File: src/rtl/rt_sched_pkg.sv
// Shared definitions for the pixel job scheduler: FSM state encoding and
// default widths for image dimensions and camera vector components.
package rt_sched_pkg;

    localparam int DEF_DIM_W   = 13;
    localparam int DEF_COORD_W = 11;
    // Four vectors (position, direction, right, up) of three components each.
    localparam int CAM_CFG_W   = 12 * DEF_COORD_W;

    typedef enum logic [1:0] {
        ST_IDLE  = 2'd0,
        ST_LOAD  = 2'd1,
        ST_ISSUE = 2'd2,
        ST_DRAIN = 2'd3
    } sched_state_e;

endpackage

File: src/rtl/pixel_coord_counter.sv
// Raster-order x/y pixel coordinate counter with start-of-frame and
// end-of-line decode. Cleared at frame start, advanced once per issued job.
module pixel_coord_counter
    import rt_sched_pkg::*;
#(
    parameter int DIM_W = DEF_DIM_W
) (
    input  logic             clk,
    input  logic             reset,
    input  logic             clear_i,
    input  logic             advance_i,
    input  logic [DIM_W-1:0] width_i,
    input  logic [DIM_W-1:0] height_i,
    output logic [DIM_W-1:0] x_o,
    output logic [DIM_W-1:0] y_o,
    output logic             sof_o,
    output logic             eol_o,
    output logic             last_o
);

    logic [DIM_W-1:0] x_q, x_d;
    logic [DIM_W-1:0] y_q, y_d;
    logic [DIM_W-1:0] x_max;
    logic [DIM_W-1:0] y_max;

    assign x_max  = width_i - DIM_W'(1);
    assign y_max  = height_i - DIM_W'(1);
    assign sof_o  = (x_q == '0) && (y_q == '0);
    assign eol_o  = (x_q == x_max);
    assign last_o = eol_o && (y_q == y_max);
    assign x_o    = x_q;
    assign y_o    = y_q;

    // Next coordinate: clear wins, otherwise step x and wrap into the next row.
    always_comb begin
        x_d = x_q;
        y_d = y_q;
        if (clear_i) begin
            x_d = '0;
            y_d = '0;
        end else if (advance_i) begin
            if (eol_o) begin
                x_d = '0;
                y_d = y_q + DIM_W'(1);
            end else begin
                x_d = x_q + DIM_W'(1);
            end
        end
    end

    // Coordinate registers.
    always_ff @(posedge clk or posedge reset) begin
        if (reset) begin
            x_q <= '0;
            y_q <= '0;
        end else begin
            x_q <= x_d;
            y_q <= y_d;
        end
    end

endmodule

File: src/rtl/pixel_job_scheduler.sv
// Pixel job scheduler: walks the image in raster order, issuing one job per
// pixel to the tracing core while bounding the number of jobs in flight, and
// reports frame completion once every issued pixel has come back.
// Optional feature macro: CAMERA_SHADOW_EN -- latch camera and image size at
// frame start so the tracing core sees a stable configuration for the frame.
module pixel_job_scheduler
    import rt_sched_pkg::*;
#(
    parameter int DIM_W           = DEF_DIM_W,
    parameter int COORD_W         = DEF_COORD_W,
    parameter int MAX_OUTSTANDING = 16
) (
    input  logic                 clk,
    input  logic                 reset,
    input  logic                 run_en,
    input  logic [DIM_W-1:0]     cfg_width,
    input  logic [DIM_W-1:0]     cfg_height,
    input  logic [12*COORD_W-1:0] cfg_cam,
    output logic [12*COORD_W-1:0] cam_out,
    output logic                 job_valid,
    input  logic                 job_ready,
    output logic [DIM_W-1:0]     job_x,
    output logic [DIM_W-1:0]     job_y,
    output logic                 job_sof,
    output logic                 job_eol,
    input  logic                 result_fire,
    output logic                 busy,
    output logic                 frame_done,
    output logic [15:0]          frame_cnt
);

    localparam int OUT_W = $clog2(MAX_OUTSTANDING + 1);
    localparam logic [OUT_W-1:0] OUT_MAX = OUT_W'(MAX_OUTSTANDING);

    sched_state_e     state_q, state_d;
    logic [OUT_W-1:0] out_q, out_d;
    logic [15:0]      frame_cnt_q, frame_cnt_d;

    logic [DIM_W-1:0] eff_width;
    logic [DIM_W-1:0] eff_height;
    logic             fire;
    logic             res_dec;
    logic             coord_clear;
    logic             coord_sof;
    logic             coord_eol;
    logic             coord_last;

`ifdef CAMERA_SHADOW_EN
    logic [12*COORD_W-1:0] cam_q;
    logic [DIM_W-1:0]      width_q;
    logic [DIM_W-1:0]      height_q;

    // Capture the frame configuration once, while loading a new frame.
    always_ff @(posedge clk or posedge reset) begin
        if (reset) begin
            cam_q    <= '0;
            width_q  <= '0;
            height_q <= '0;
        end else if (state_q == ST_LOAD) begin
            cam_q    <= cfg_cam;
            width_q  <= cfg_width;
            height_q <= cfg_height;
        end
    end

    assign cam_out    = cam_q;
    assign eff_width  = width_q;
    assign eff_height = height_q;
`else
    assign cam_out    = cfg_cam;
    assign eff_width  = cfg_width;
    assign eff_height = cfg_height;
`endif

    // Valid comes only from registered state, never from job_ready.
    assign job_valid   = (state_q == ST_ISSUE) && (out_q < OUT_MAX);
    assign fire        = job_valid && job_ready;
    assign res_dec     = result_fire && (out_q != '0);
    assign coord_clear = (state_q == ST_LOAD);
    assign job_sof     = job_valid && coord_sof;
    assign job_eol     = job_valid && coord_eol;
    assign busy        = (state_q != ST_IDLE);
    assign frame_cnt   = frame_cnt_q;

    pixel_coord_counter #(
        .DIM_W(DIM_W)
    ) u_coord (
        .clk      (clk),
        .reset    (reset),
        .clear_i  (coord_clear),
        .advance_i(fire),
        .width_i  (eff_width),
        .height_i (eff_height),
        .x_o      (job_x),
        .y_o      (job_y),
        .sof_o    (coord_sof),
        .eol_o    (coord_eol),
        .last_o   (coord_last)
    );

    // In-flight job count: issue adds, a returned result removes, both cancel.
    always_comb begin
        out_d = out_q;
        if (fire && !res_dec) begin
            out_d = out_q + OUT_W'(1);
        end else if (!fire && res_dec) begin
            out_d = out_q - OUT_W'(1);
        end
    end

    // Frame sequencing: next state, frame completion pulse and frame counter.
    always_comb begin
        state_d     = state_q;
        frame_cnt_d = frame_cnt_q;
        frame_done  = 1'b0;
        case (state_q)
            ST_IDLE: begin
                if (run_en) begin
                    state_d = ST_LOAD;
                end
            end
            ST_LOAD: begin
                // An empty image produces no jobs and no completion.
                if ((cfg_width == '0) || (cfg_height == '0)) begin
                    state_d = ST_IDLE;
                end else begin
                    state_d = ST_ISSUE;
                end
            end
            ST_ISSUE: begin
                if (fire && coord_last) begin
                    state_d = ST_DRAIN;
                end
            end
            ST_DRAIN: begin
                if (out_q == '0) begin
                    frame_done  = 1'b1;
                    frame_cnt_d = frame_cnt_q + 16'd1;
                    state_d     = run_en ? ST_LOAD : ST_IDLE;
                end
            end
            default: begin
                state_d = ST_IDLE;
            end
        endcase
    end

    // State, in-flight counter and frame counter registers.
    always_ff @(posedge clk or posedge reset) begin
        if (reset) begin
            state_q     <= ST_IDLE;
            out_q       <= '0;
            frame_cnt_q <= '0;
        end else begin
            state_q     <= state_d;
            out_q       <= out_d;
            frame_cnt_q <= frame_cnt_d;
        end
    end

endmodule

File: config.mk
export PLATFORM = sky130hd
export DESIGN_NAME = pixel_job_scheduler
export DESIGN_NICKNAME = d
export VERILOG_FILES = /design/src/rtl/rt_sched_pkg.sv /design/src/rtl/pixel_coord_counter.sv /design/src/rtl/pixel_job_scheduler.sv
export SDC_FILE = /design/constraint.sdc
export NUM_CORES = 1
export LEC_CHECK = 0
export CAP_MARGIN = 10
export CORE_AREA = 2 2 134 136
export DETAILED_ROUTE_END_ITERATION = 7
export DIE_AREA = 0 0 136 138
export PLACE_DENSITY = 0.63
export SYNTH_ARGS = -nofsm -noshare
export SYNTH_HDL_FRONTEND = slang
export SYNTH_SLANG_ARGS = --single-unit
export TNS_END_PERCENT = 5
File: constraint.sdc
create_clock -name clk -period 4.05 [get_ports clk]
set_clock_uncertainty 0.2 [all_clocks]
set_input_delay 0.6075 -clock clk [delete_from_list [all_inputs] [get_ports clk]]
set_output_delay 0.6075 -clock clk [all_outputs]
set_load 0.05 [all_outputs]
Word-level counts from Yosys, hierarchy flattened

Index checks and enable logic that the tools add are counted.

Mux-type cells: 16
Add/sub/neg operators: 7
Magnitude comparators: 1
Reduce and logical (&&, ||, !) cells: 27
Eq/ne operators: 8

Operator list:

| operator                                                             | count |
|---|---|
| 13-bit two-way mux                                                   | 6 |
| 13-bit logical NOT                                                   | 4 |
| 13-bit by 1-bit adder with 13-bit output, second input constant      | 2 |
| 13-bit == test                                                       | 2 |
| 13-bit by 1-bit subtractor with 13-bit output, second input constant | 2 |
| 16-bit by 1-bit adder with 16-bit output, second input constant      | 1 |
| 1-bit logical AND                                                    | 10 |
| 5-bit two-way mux                                                    | 2 |
| 2-bit two-way mux                                                    | 4 |
| 2-bit one-hot mux with 4 select lines                                | 1 |
| 2-bit nonzero test                                                   | 4 |
| 5-bit by 1-bit adder with 5-bit output, second input constant        | 1 |
| 5-bit logical NOT                                                    | 1 |
| 5-bit < comparator, second input constant                            | 1 |
| 5-bit nonzero test                                                   | 1 |
| 5-bit by 1-bit subtractor with 5-bit output, second input constant   | 1 |
| 2-bit == test, second input constant                                 | 2 |
| 2-bit inequality test, second input constant                         | 2 |
| 2-bit AND reduction                                                  | 2 |
| 1-bit two-way mux                                                    | 3 |
| 3-bit AND reduction                                                  | 1 |
| 2-bit by 1-bit == test with 1-bit output, second input constant      | 1 |
| 1-bit logical NOT                                                    | 2 |
| 2-bit logical NOT                                                    | 1 |
| 2 further kinds                                                      | 2 |

Output and inout bits: 179
Register bits after elaboration: 49
Logic and storage cells: 64
Input bits: 163

Depth between registers and ports, before layout

Gate-level depths: netlist of run 1.

Depth in word-level cells: 7
Mapped depth: 12
Gate-level depth less buffers: 10

Hierarchy

From an unflattened synthesis of run 1, not the netlist that was laid out.

Cells, all modules: 548
Area total of the unflattened synthesis: 4,559.4 um^2

By module, submodules not included:

| module              | times used | cells each | sequential area each (um^2) | area each (um^2) |
|---|---|---|---|---|
| pixel_coord_counter | 1          | 292        | 650.6                       | 2,304.7 |
| pixel_job_scheduler | 1          | 256        | 575.6                       | 2,254.7 |

Least setup slack after synthesis of run 1

Ideal clock, no wire load.

Kind: input to output
Start point: in cfg_width[5]
End point: out job_eol
Buffers on the path: 2
Arrival time: 2.753 ns
Setup slack: 0.489 ns
Data required time: 3.242 ns
Stages on the path: 8
Cells stage by stage: buf_6 -> or4_4 -> buf_6 -> nor3_1 -> mux2_2 -> o21ai_1 -> and4_1 -> and2_1

Longest elaborated chain between the ends: 3

RTL lines:

| element                                       | RTL line                  | source |
|---|---|---|
| from (decl)                                   | pixel_job_scheduler.sv:16 | `input logic [DIM_W-1:0] cfg_width,` |
| 13-bit by 1-bit subtractor with 13-bit output | pixel_coord_counter.sv:26 | `assign x_max = width_i - DIM_W'(1);` |
| 13-bit == test                                | pixel_coord_counter.sv:29 | `assign eol_o = (x_q == x_max);` |
| 1-bit logical AND                             | pixel_job_scheduler.sv:81 | `assign job_eol = job_valid && coord_eol;` |
| to (decl)                                     | pixel_job_scheduler.sv:25 | `output logic job_eol,` |

Every way passes these cells.

Worst setup path after layout of run 1

Start point: in cfg_width[1]
End point: out job_eol

Same word-level chain as after synthesis.

==> results of run 1 <==
-- layout make-up --
type / count / area (um^2)
multi-input cells: 304 / 2140
clock inverters: 3 / 26.3
clock buffers: 5 / 125
repair buffers: 93 / 913
fillers: 1889 / 12800
well taps: 229 / 287
flip-flops and latches: 49 / 1230
inverters: 17 / 63.8
-- worst min-delay path by stage --
stage,startpoint,depth (start not counted),slack (ns),endpoint
finish,frame_cnt[15]$_DFFE_PP0P_,1,0.27,frame_cnt[15]$_DFFE_PP0P_
global route,frame_cnt[15]$_DFFE_PP0P_,1,0.30,frame_cnt[15]$_DFFE_PP0P_
CTS,frame_cnt[15]$_DFFE_PP0P_,1,0.28,frame_cnt[15]$_DFFE_PP0P_
detailed placement,frame_cnt[15]$_DFFE_PP0P_,1,0.27,frame_cnt[15]$_DFFE_PP0P_
global placement,frame_cnt[15]$_DFFE_PP0P_,1,0.26,frame_cnt[15]$_DFFE_PP0P_
floorplan,out_q[3]$_DFFE_PP0P_,2,0.27,out_q[3]$_DFFE_PP0P_
-- logic make-up (layout without fill, tap and decap cells) --
logic type	after synthesis	after routing	synth area share, %
AO/OA/AOI/OAI	60	60	8.46
XOR/XNOR	65	65	12.6
adder cells (fa/ha/maj)	13	13	3.77
buffers and inverters	172	118	25.7
flip-flops	49	49	27.2
multiplexers	6	6	1.44
AND/OR/NAND/NOR	160	160	20.9
-- synthesized netlist by cell type (all sizes together) (4+ instances only) --
cell	count	area share (%)
o21ai	11	1.2
nand2b	5	0.69
nand4	12	1.8
xnor2	38	7.4
nor2	15	1.2
and3	12	1.7
nand3	22	2.4
inv	17	1.4
buf	136	23
o31ai	11	1.8
nor3b	4	0.67
dfrtp	49	27
clkbuf	19	1.6
xor2	27	5.2
nand2	25	2.1
nor3	20	2.2
mux2	4	1.0
or4	15	2.6
or3	4	0.55
a21oi	20	2.2
ha	12	3.3
nor4	11	2.3
-- where the power goes --
group | leakage, nW | internal (mW) | total [mW] | switching (mW)
clock network | 0.0680 | 0.234 | 0.438 | 0.204
registers | 0.664 | 0.551 | 0.657 | 0.107
logic | 1.14 | 0.302 | 0.717 | 0.414
-- cell usage in the layout, fill, tap and decap left out, drive strengths merged, types with 2 or more instances in the layout --
cell / instances
a31oi: 3
nor2b: 3
a21oi: 20
inv: 18
nor3b: 4
buf: 17
xor2: 27
xnor2: 38
mux2i: 2
nor2: 15
mux2: 4
o31ai: 11
o2111ai: 2
or3b: 2
clkbuf: 5
and4: 2
o21ai: 11
clkinvlp: 2
dfrtp: 49
nor4b: 3
nor3: 20
a21o: 3
and2: 2
o211ai: 2
nor4: 11
ha: 12
and3: 12
nand4: 12
nand2: 25
nand3: 22
or3: 4
clkdlybuf4s50: 76
or4: 15
nand2b: 5
-- critical path: cells and delay by family --
kind,cells,cell delay (ns)
AND/OR/NAND/NOR,5,1.42
buffers and inverters,3,0.68
adder cells (fa/ha/maj),1,0.18
AO/OA/AOI/OAI,1,0.16
-- stage by stage --
step	util (%)	instance area, um^2
2_1_floorplan	-	4510
3_3_place_gp	26.3	4620
3_5_place_dp	26.3	4620
4_1_cts	27.2	4770
5_1_grt	27.3	4780
6_report	27.3	4780
-- flip-flops by register name (all words and copies together) (netlist names), named ones only --
| signal | cells |
|---|---|
| frame_cnt | 16 |
| out_q | 5 |
| state_q | 1 |
| u_coord.x_o | 13 |
| u_coord.y_o | 13 |
-- metal layers --
| layer | part of all wire [%] | GRT usage (%) | wire [um] | vias to the layer above |
|---|---|---|---|---|
| met5 | 0 | 0 | 0 | - |
| met4 | 5.5 | 7.51 | 642 | 0 |
| met3 | 6.7 | 2.60 | 789 | 65 |
| met2 | 48 | 19.8 | 5570 | 104 |
| met1 | 40 | 14.3 | 4720 | 1600 |
| li1 | - | - | - | 1579 |
==> reports/results.tsv, run 1 <==
stage	metric	value	unit
synth	commonest register cell after synthesis	dfrtp_1	
synth	asr flop ratio synth	100	%
floorplan	core footprint	17500	um^2
layout	antenna cell count	0	
timing	worst setup margin	0.193	ns
placement	dpl ws	0.0364	ns
setup_path	crit path launch	cfg_width[1]	
setup_path	reg2reg setup slack	1.13	ns
timing	final clock period utilization by the worst path	95.2	%
timing	final hold violations	0	
setup_path	Worst R2R Path Depth	10	
layout	Nets	646	
job	MaxCap Viol Count	0	
setup_path	Crit. End Element	output pin	
timing	Setup violations, final	0	
layout	proportion of layout cells with a drive suffix above 1	8.28	%
setup_path	Worst setup endpoint	job_eol	
cts	post-CTS setup buffers	0	
grt	first-pass GRT wire length	17900	um
cts	clk sink count	49	
drt	final WL	11700	um
grt	Total Routing Usage GR	12.1	%
cts	clk slew on worst S/H paths	0.07	ns
synth	Netlist cell types	55	
synth	Syn Area/Cell	8.59	um^2
cts	clock root cell	clkbuf_16	
setup_path	crit-path max FO	6	
setup_path	Startpoint Class	primary input	
synth	syn_nets	701	
drt	DR iter-0 viols	96	
setup_path	reg2reg end	out_q[4]$_DFFE_PP0P_	
timing	RSZ-0062 raised after global routing	no	
grt	largest net degree at the start of global routing	50	
min_path	worst min path class	flop to flop	
cts	clk buf depth	2	
drt	Wirelength per Cell	16.7	um
floorplan	die width	136	um
floorplan	row count	49	
grt	initial antenna violation count	0	
grt	vias in the first global route	3243	
timing	f_max	259	MHz
cts	number of hold buffers added after cts	0	
drt	via count	3348	
setup_path	critical path class	primary input to output pin	
floorplan	Initial Util	25.7	%
setup_path	WP data arrival	3.05	ns
timing	Final Max Slew Viols	0	
setup_path	slowest CP cell	clkdlybuf4s50_1	
synth	post-synthesis register bit count	49	
synth	Syn Inst Count	525	
layout	area grow syn2layout	5.96	%
placement	HPWL after DPL	9030	um
pwr	PwrDens	379	nW/um^2
timing	fin crit period	3.86	ns
floorplan	die area	18800	um^2
setup_path	crit-path max cell delay	0.46	ns
setup_path	CP cell instances	clkdlybuf4s50_1, inv_1, ha_1, or3b_4, o21ai_0, nand4_1, nor4_4, and4_1, and2_1, buf_12	
setup_path	Worst EP required	3.24	ns
pwr	P_leak	1.87	nW
cts	post-CTS sizing	0	
cts	CTS H-tree lvls	2	
status	status	finished, final reports clean	
floorplan	die height	138	um
setup_path	R2R Path Start	out_q[0]$_DFFE_PP0P_	
grt	total gr overflow	0	
timing	Fin Setup TNS	0	ns
cts	clock buffer count from CTS	5	
drt	DRT Pass-1 Iters	4	
cts	CTS tree	built	
timing	Max-Slew Margin vs Limit	29.5	%
floorplan	I/O pin count	342	
cts	Clock Latency Late Sink	0.29	ns
synth	mapped cell area	4510	um^2
timing	Final Hold Slack	0.275	ns
synth	Synthesis Warnings	0	
synth	share of the yosys chip area belonging to registers	27.2	%
synth	number of flops mapped to enable cells by yosys	0	
placement	port bufs	77	
drt	Final ANT Viol Nets	0	
timing	worst slew pin tran	1.06	ns
drt	drt via density	4.78	
drt	number of remaining DRC errors	0	
pwr	PnR Total Power	1.81	mW
pwr	worst vdd ir	229	uV
placement	placed insts	692	
layout	non-filler cells, final	700	
placement	gpl congestion	0.841	
(Power assumes the default switching activity.)
==> run 2, diff against run 1 <==
SLEW_MARGIN = 20   (was unset)
==> run 2 against run 1 <==
  * Combinational power about the same
  * Routed wire length is the same
  * Hold slack is the same
  * Register-to-register slack hardly changed
  * Via count unchanged
  * Largest cell class unchanged
  * Design area is essentially flat
  * Die area stayed put
  * Core utilization about the same
  * Sequential cell count did not move
  * Sequential power is essentially flat
  * Fmax unchanged
==> reports/results.tsv, run 2 (synthesized netlist as in run 1, its figures left out) <==
stage	metric	value	unit
drt	number of remaining DRC errors	0	
grt	total gr overflow	0	
min_path	worst min path class	flop to flop	
timing	Final Hold Slack	0.275	ns
status	status	finished, final reports clean	
cts	clk slew on worst S/H paths	0.07	ns
grt	Total Routing Usage GR	12.1	%
cts	post-CTS setup buffers	0	
cts	clk buf depth	2	
floorplan	core footprint	17500	um^2
setup_path	Worst EP required	3.24	ns
setup_path	WP data arrival	3.05	ns
cts	CTS H-tree lvls	2	
timing	Fin Setup TNS	0	ns
grt	vias in the first global route	3243	
layout	most frequent cells in the layout	clkdlybuf4s50_1 (76), dfrtp_1 (49), xnor2_1 (38)	
grt	largest net degree at the start of global routing	50	
cts	Clock Latency Late Sink	0.29	ns
cts	clock root cell	clkbuf_16	
timing	final hold violations	0	
setup_path	Startpoint Class	primary input	
setup_path	critical path class	primary input to output pin	
placement	placed insts	692	
timing	Setup violations, final	0	
placement	gpl congestion	0.841	
drt	via count	3348	
pwr	P_leak	1.87	nW
layout	Nets	646	
setup_path	CP cell instances	clkdlybuf4s50_1, inv_1, ha_1, or3b_4, o21ai_0, nand4_1, nor4_4, and4_1, and2_1, buf_12	
setup_path	Worst setup endpoint	job_eol	
grt	initial antenna violation count	0	
timing	final clock period utilization by the worst path	95.2	%
placement	port bufs	77	
placement	dpl ws	0.0364	ns
cts	clk sink count	49	
floorplan	row count	49	
setup_path	crit-path max cell delay	0.46	ns
setup_path	slowest CP cell	clkdlybuf4s50_1	
layout	area grow syn2layout	5.99	%
setup_path	reg2reg setup slack	1.13	ns
drt	DRT Pass-1 Iters	4	
layout	post-layout util	27.3	%
cts	CTS tree	built	
drt	final WL	11700	um
floorplan	die height	138	um
floorplan	Initial Util	25.7	%
drt	drt via density	4.78	
timing	worst slew pin tran	0.880	ns
floorplan	I/O pin count	342	
layout	Filler cells	1888	
layout	max reg flops	16	
drt	Final ANT Viol Nets	0	
timing	f_max	259	MHz
timing	fin crit period	3.86	ns
drt	Wirelength per Cell	16.7	um
layout	final instance area	4780	um^2
placement	HPWL after DPL	9030	um
pwr	PwrDens	379	nW/um^2
layout	antenna cell count	0	
timing	RSZ-0062 raised after global routing	no	
drt	DR iter-0 viols	96	
pwr	PnR Total Power	1.81	mW
setup_path	crit-path max FO	6	
floorplan	die width	136	um
setup_path	Crit. End Element	output pin	
setup_path	Worst R2R Path Depth	10	
pwr	worst vdd ir	229	uV
cts	clock buffer count from CTS	5	
job	MaxCap Viol Count	0	
layout	most common cell after layout, fill and taps aside	clkdlybuf4s50_1	
setup_path	crit path launch	cfg_width[1]	
floorplan	die area	18800	um^2
timing	Max-Slew Margin vs Limit	41.4	%
placement	post-placement cell area	4620	um^2
setup_path	R2R Path Start	out_q[0]$_DFFE_PP0P_	
grt	first-pass GRT wire length	17900	um
layout	proportion of layout cells with a drive suffix above 1	8.28	%
layout	non-filler cells, final	700	
timing	worst setup margin	0.193	ns
timing	Final Max Slew Viols	0	
setup_path	reg2reg end	out_q[4]$_DFFE_PP0P_	
## run 2: cell types whose count changed in the layout (fill, tap and decap cells not counted)
cell,change
clkinv_2,+1
inv_2,-1
## run 2: worst max-delay path, delay by kind of cell
kind / cells / cell delay (ns)
adder cells (fa/ha/maj): 1 / 0.18
AND/OR/NAND/NOR: 5 / 1.42
AO/OA/AOI/OAI: 1 / 0.16
buffers and inverters: 3 / 0.68
## run 2: layout make-up
type	instances	area, um^2	share of cell area (%)
multi-input cells	304	2140	44.7
well taps	229	287	5.99
clock inverters	3	26.3	0.549
repair buffers	93	913	19.1
flip-flops and latches	49	1230	25.6
clock buffers	5	125	2.62
inverters	17	65.1	1.36
## run 2: how the worst min path moves through the flow
stage	cells past startpoint	endpoint	from
global placement	1	frame_cnt[15]$_DFFE_PP0P_	frame_cnt[15]$_DFFE_PP0P_
finish	1	frame_cnt[15]$_DFFE_PP0P_	frame_cnt[15]$_DFFE_PP0P_
floorplan	2	out_q[3]$_DFFE_PP0P_	out_q[3]$_DFFE_PP0P_
detailed placement	1	frame_cnt[15]$_DFFE_PP0P_	frame_cnt[15]$_DFFE_PP0P_
CTS	1	frame_cnt[15]$_DFFE_PP0P_	frame_cnt[15]$_DFFE_PP0P_
global route	1	frame_cnt[15]$_DFFE_PP0P_	frame_cnt[15]$_DFFE_PP0P_
## run 2: per-layer routing
| layer | up-vias | global-route usage [%] | wire [um] |
|---|---|---|---|
| li1 | 1579 | - | - |
| met3 | 65 | 2.60 | 789 |
| met2 | 104 | 19.8 | 5570 |
| met1 | 1600 | 14.3 | 4720 |
| met4 | 0 | 7.51 | 642 |
| met5 | - | 0 | 0 |
## run 2: timing repair
item,CTS,global route
resized for setup,0,2
hold buffers,0,0
setup endpoints to repair,0,1
## run 2: report_power, final
group	internal [mW]	leakage (nW)	total, mW	switching (mW)
Combinational	0.302	1.14	0.717	0.414
Sequential	0.551	0.664	0.657	0.107
Clock	0.234	0.0680	0.438	0.204
Total	1.09	1.87	1.81	0.725
==> run 3, diff against run 2 <==
SETUP_SLACK_MARGIN = 0.05   (was unset)
==> run 3 against run 2 <==
  * Critical path depth is the same
  * Clock-buffer cell count unchanged
  * First-iteration DRC count is 18% higher
  * Total power barely moved
  * Critical path type unchanged
  * Largest power group unchanged
==> reports/results.tsv, run 3 (synthesized netlist as in run 1, its figures left out) <==
stage	metric	value	unit
timing	worst slew pin tran	0.866	ns
cts	clock buffer count from CTS	5	
floorplan	row count	49	
cts	clk slew on worst S/H paths	0.07	ns
layout	most frequent cells in the layout	clkdlybuf4s50_1 (76), dfrtp_1 (49), xnor2_1 (38)	
timing	Setup violations, final	0	
grt	vias in the first global route	3248	
setup_path	crit-path max FO	6	
drt	Wirelength per Cell	16.8	um
timing	f_max	260	MHz
pwr	PwrDens	379	nW/um^2
min_path	worst min path class	flop to flop	
cts	clk sink count	49	
layout	proportion of layout cells with a drive suffix above 1	8.70	%
cts	post-CTS setup buffers	0	
status	status	finished, final reports clean	
layout	most common cell after layout, fill and taps aside	clkdlybuf4s50_1	
grt	largest net degree at the start of global routing	50	
timing	final clock period utilization by the worst path	95.0	%
setup_path	WP data arrival	3.04	ns
drt	via count	3343	
cts	Clock Latency Late Sink	0.30	ns
timing	Max-Slew Margin vs Limit	42.2	%
floorplan	Initial Util	25.7	%
cts	clock root cell	clkbuf_16	
min_path	hold path start	frame_cnt[15]$_DFFE_PP0P_	
cts	clk buf depth	2	
timing	RSZ-0062 raised after global routing	no	
layout	antenna cell count	0	
timing	Fin Setup TNS	0	ns
floorplan	die area	18800	um^2
cts	CTS H-tree lvls	2	
job	MaxCap Viol Count	0	
timing	fin crit period	3.85	ns
cts	number of hold buffers added after cts	0	
floorplan	die height	138	um
timing	Final Hold Slack	0.275	ns
grt	first-pass GRT wire length	17900	um
placement	HPWL after DPL	9030	um
drt	drt via density	4.78	
setup_path	crit path launch	cfg_width[1]	
cts	CTS tree	built	
setup_path	Crit. End Element	output pin	
layout	post-layout util	27.3	%
pwr	worst vdd ir	229	uV
pwr	PnR Total Power	1.81	mW
layout	final instance area	4790	um^2
floorplan	core footprint	17500	um^2
timing	Final Max Slew Viols	0	
placement	placed insts	692	
drt	DRT Pass-1 Iters	4	
setup_path	R2R Path Start	out_q[0]$_DFFE_PP0P_	
timing	final hold violations	0	
layout	max reg flops	16	
layout	Nets	646	
placement	port bufs	77	
grt	total gr overflow	0	
drt	DR iter-0 viols	113	
setup_path	Startpoint Class	primary input	
pwr	P_leak	1.87	nW
layout	non-filler cells, final	700	
setup_path	critical path class	primary input to output pin	
placement	dpl ws	0.0364	ns
drt	number of remaining DRC errors	0	
grt	initial antenna violation count	0	
grt	Total Routing Usage GR	12.1	%
timing	worst setup margin	0.201	ns
setup_path	reg2reg setup slack	1.13	ns
layout	area grow syn2layout	6.16	%
drt	final WL	11800	um
placement	post-placement cell area	4620	um^2
drt	Final ANT Viol Nets	0	
placement	gpl congestion	0.841	
floorplan	I/O pin count	342	
setup_path	Worst EP required	3.24	ns
floorplan	die width	136	um
## run 3: cell types whose count changed in the layout (fill, tap and decap cells not counted)
| cell | change |
|---|---|
| and4_4 | +1 |
| nor3_1 | -1 |
| and4_1 | -1 |
| nor3_2 | +1 |
## run 3: critical path: stages
cell             delay (ns)
clkdlybuf4s50_1        0.46
inv_1                  0.08
ha_1                   0.18
or3b_4                 0.45
o21ai_0                0.16
nand4_1                0.16
nor4_4                 0.34
and4_4                 0.28
and2_1                 0.17
buf_12                 0.14
## run 3: repair_timing
action / CTS / global route
gates resized for setup: 2 / 2
pin swaps: 0 / 0
setup endpoints to repair: 1 / 1
## run 3: layout make-up
cell class                 instances  area (um^2)
clock inverter                     3         26.3
tap                              229          287
fill                            1889        12700
sequential                        49         1230
clock buffer                       5          125
inverter                          17         65.1
multi-input combinational        304         2150
timing repair buffer              93          913
## run 3: final timing paths
path,to,cells after the start
setup / recovery,job_eol,10
hold / removal,frame_cnt[15]$_DFFE_PP0P_,1
setup reg to reg,out_q[4]$_DFFE_PP0P_,10
hold reg to reg,frame_cnt[15]$_DFFE_PP0P_,1
max in group asynchronous,u_coord.x_o[10]$_DFFE_PP0P_,2
min in group asynchronous,frame_cnt[9]$_DFFE_PP0P_,2
## run 3: power by group
part | internal (mW) | switching, mW
registers | 0.551 | 0.106
logic | 0.302 | 0.416
clock network | 0.234 | 0.205
total | 1.09 | 0.726
## run 3: routing by layer
metal,routed length [um],GRT usage [%],vias to the layer above
met4,645,7.51,0
li1,-,-,1576
met5,0,0,-
met3,763,2.60,66
met2,5600,19.9,97
met1,4750,14.2,1604
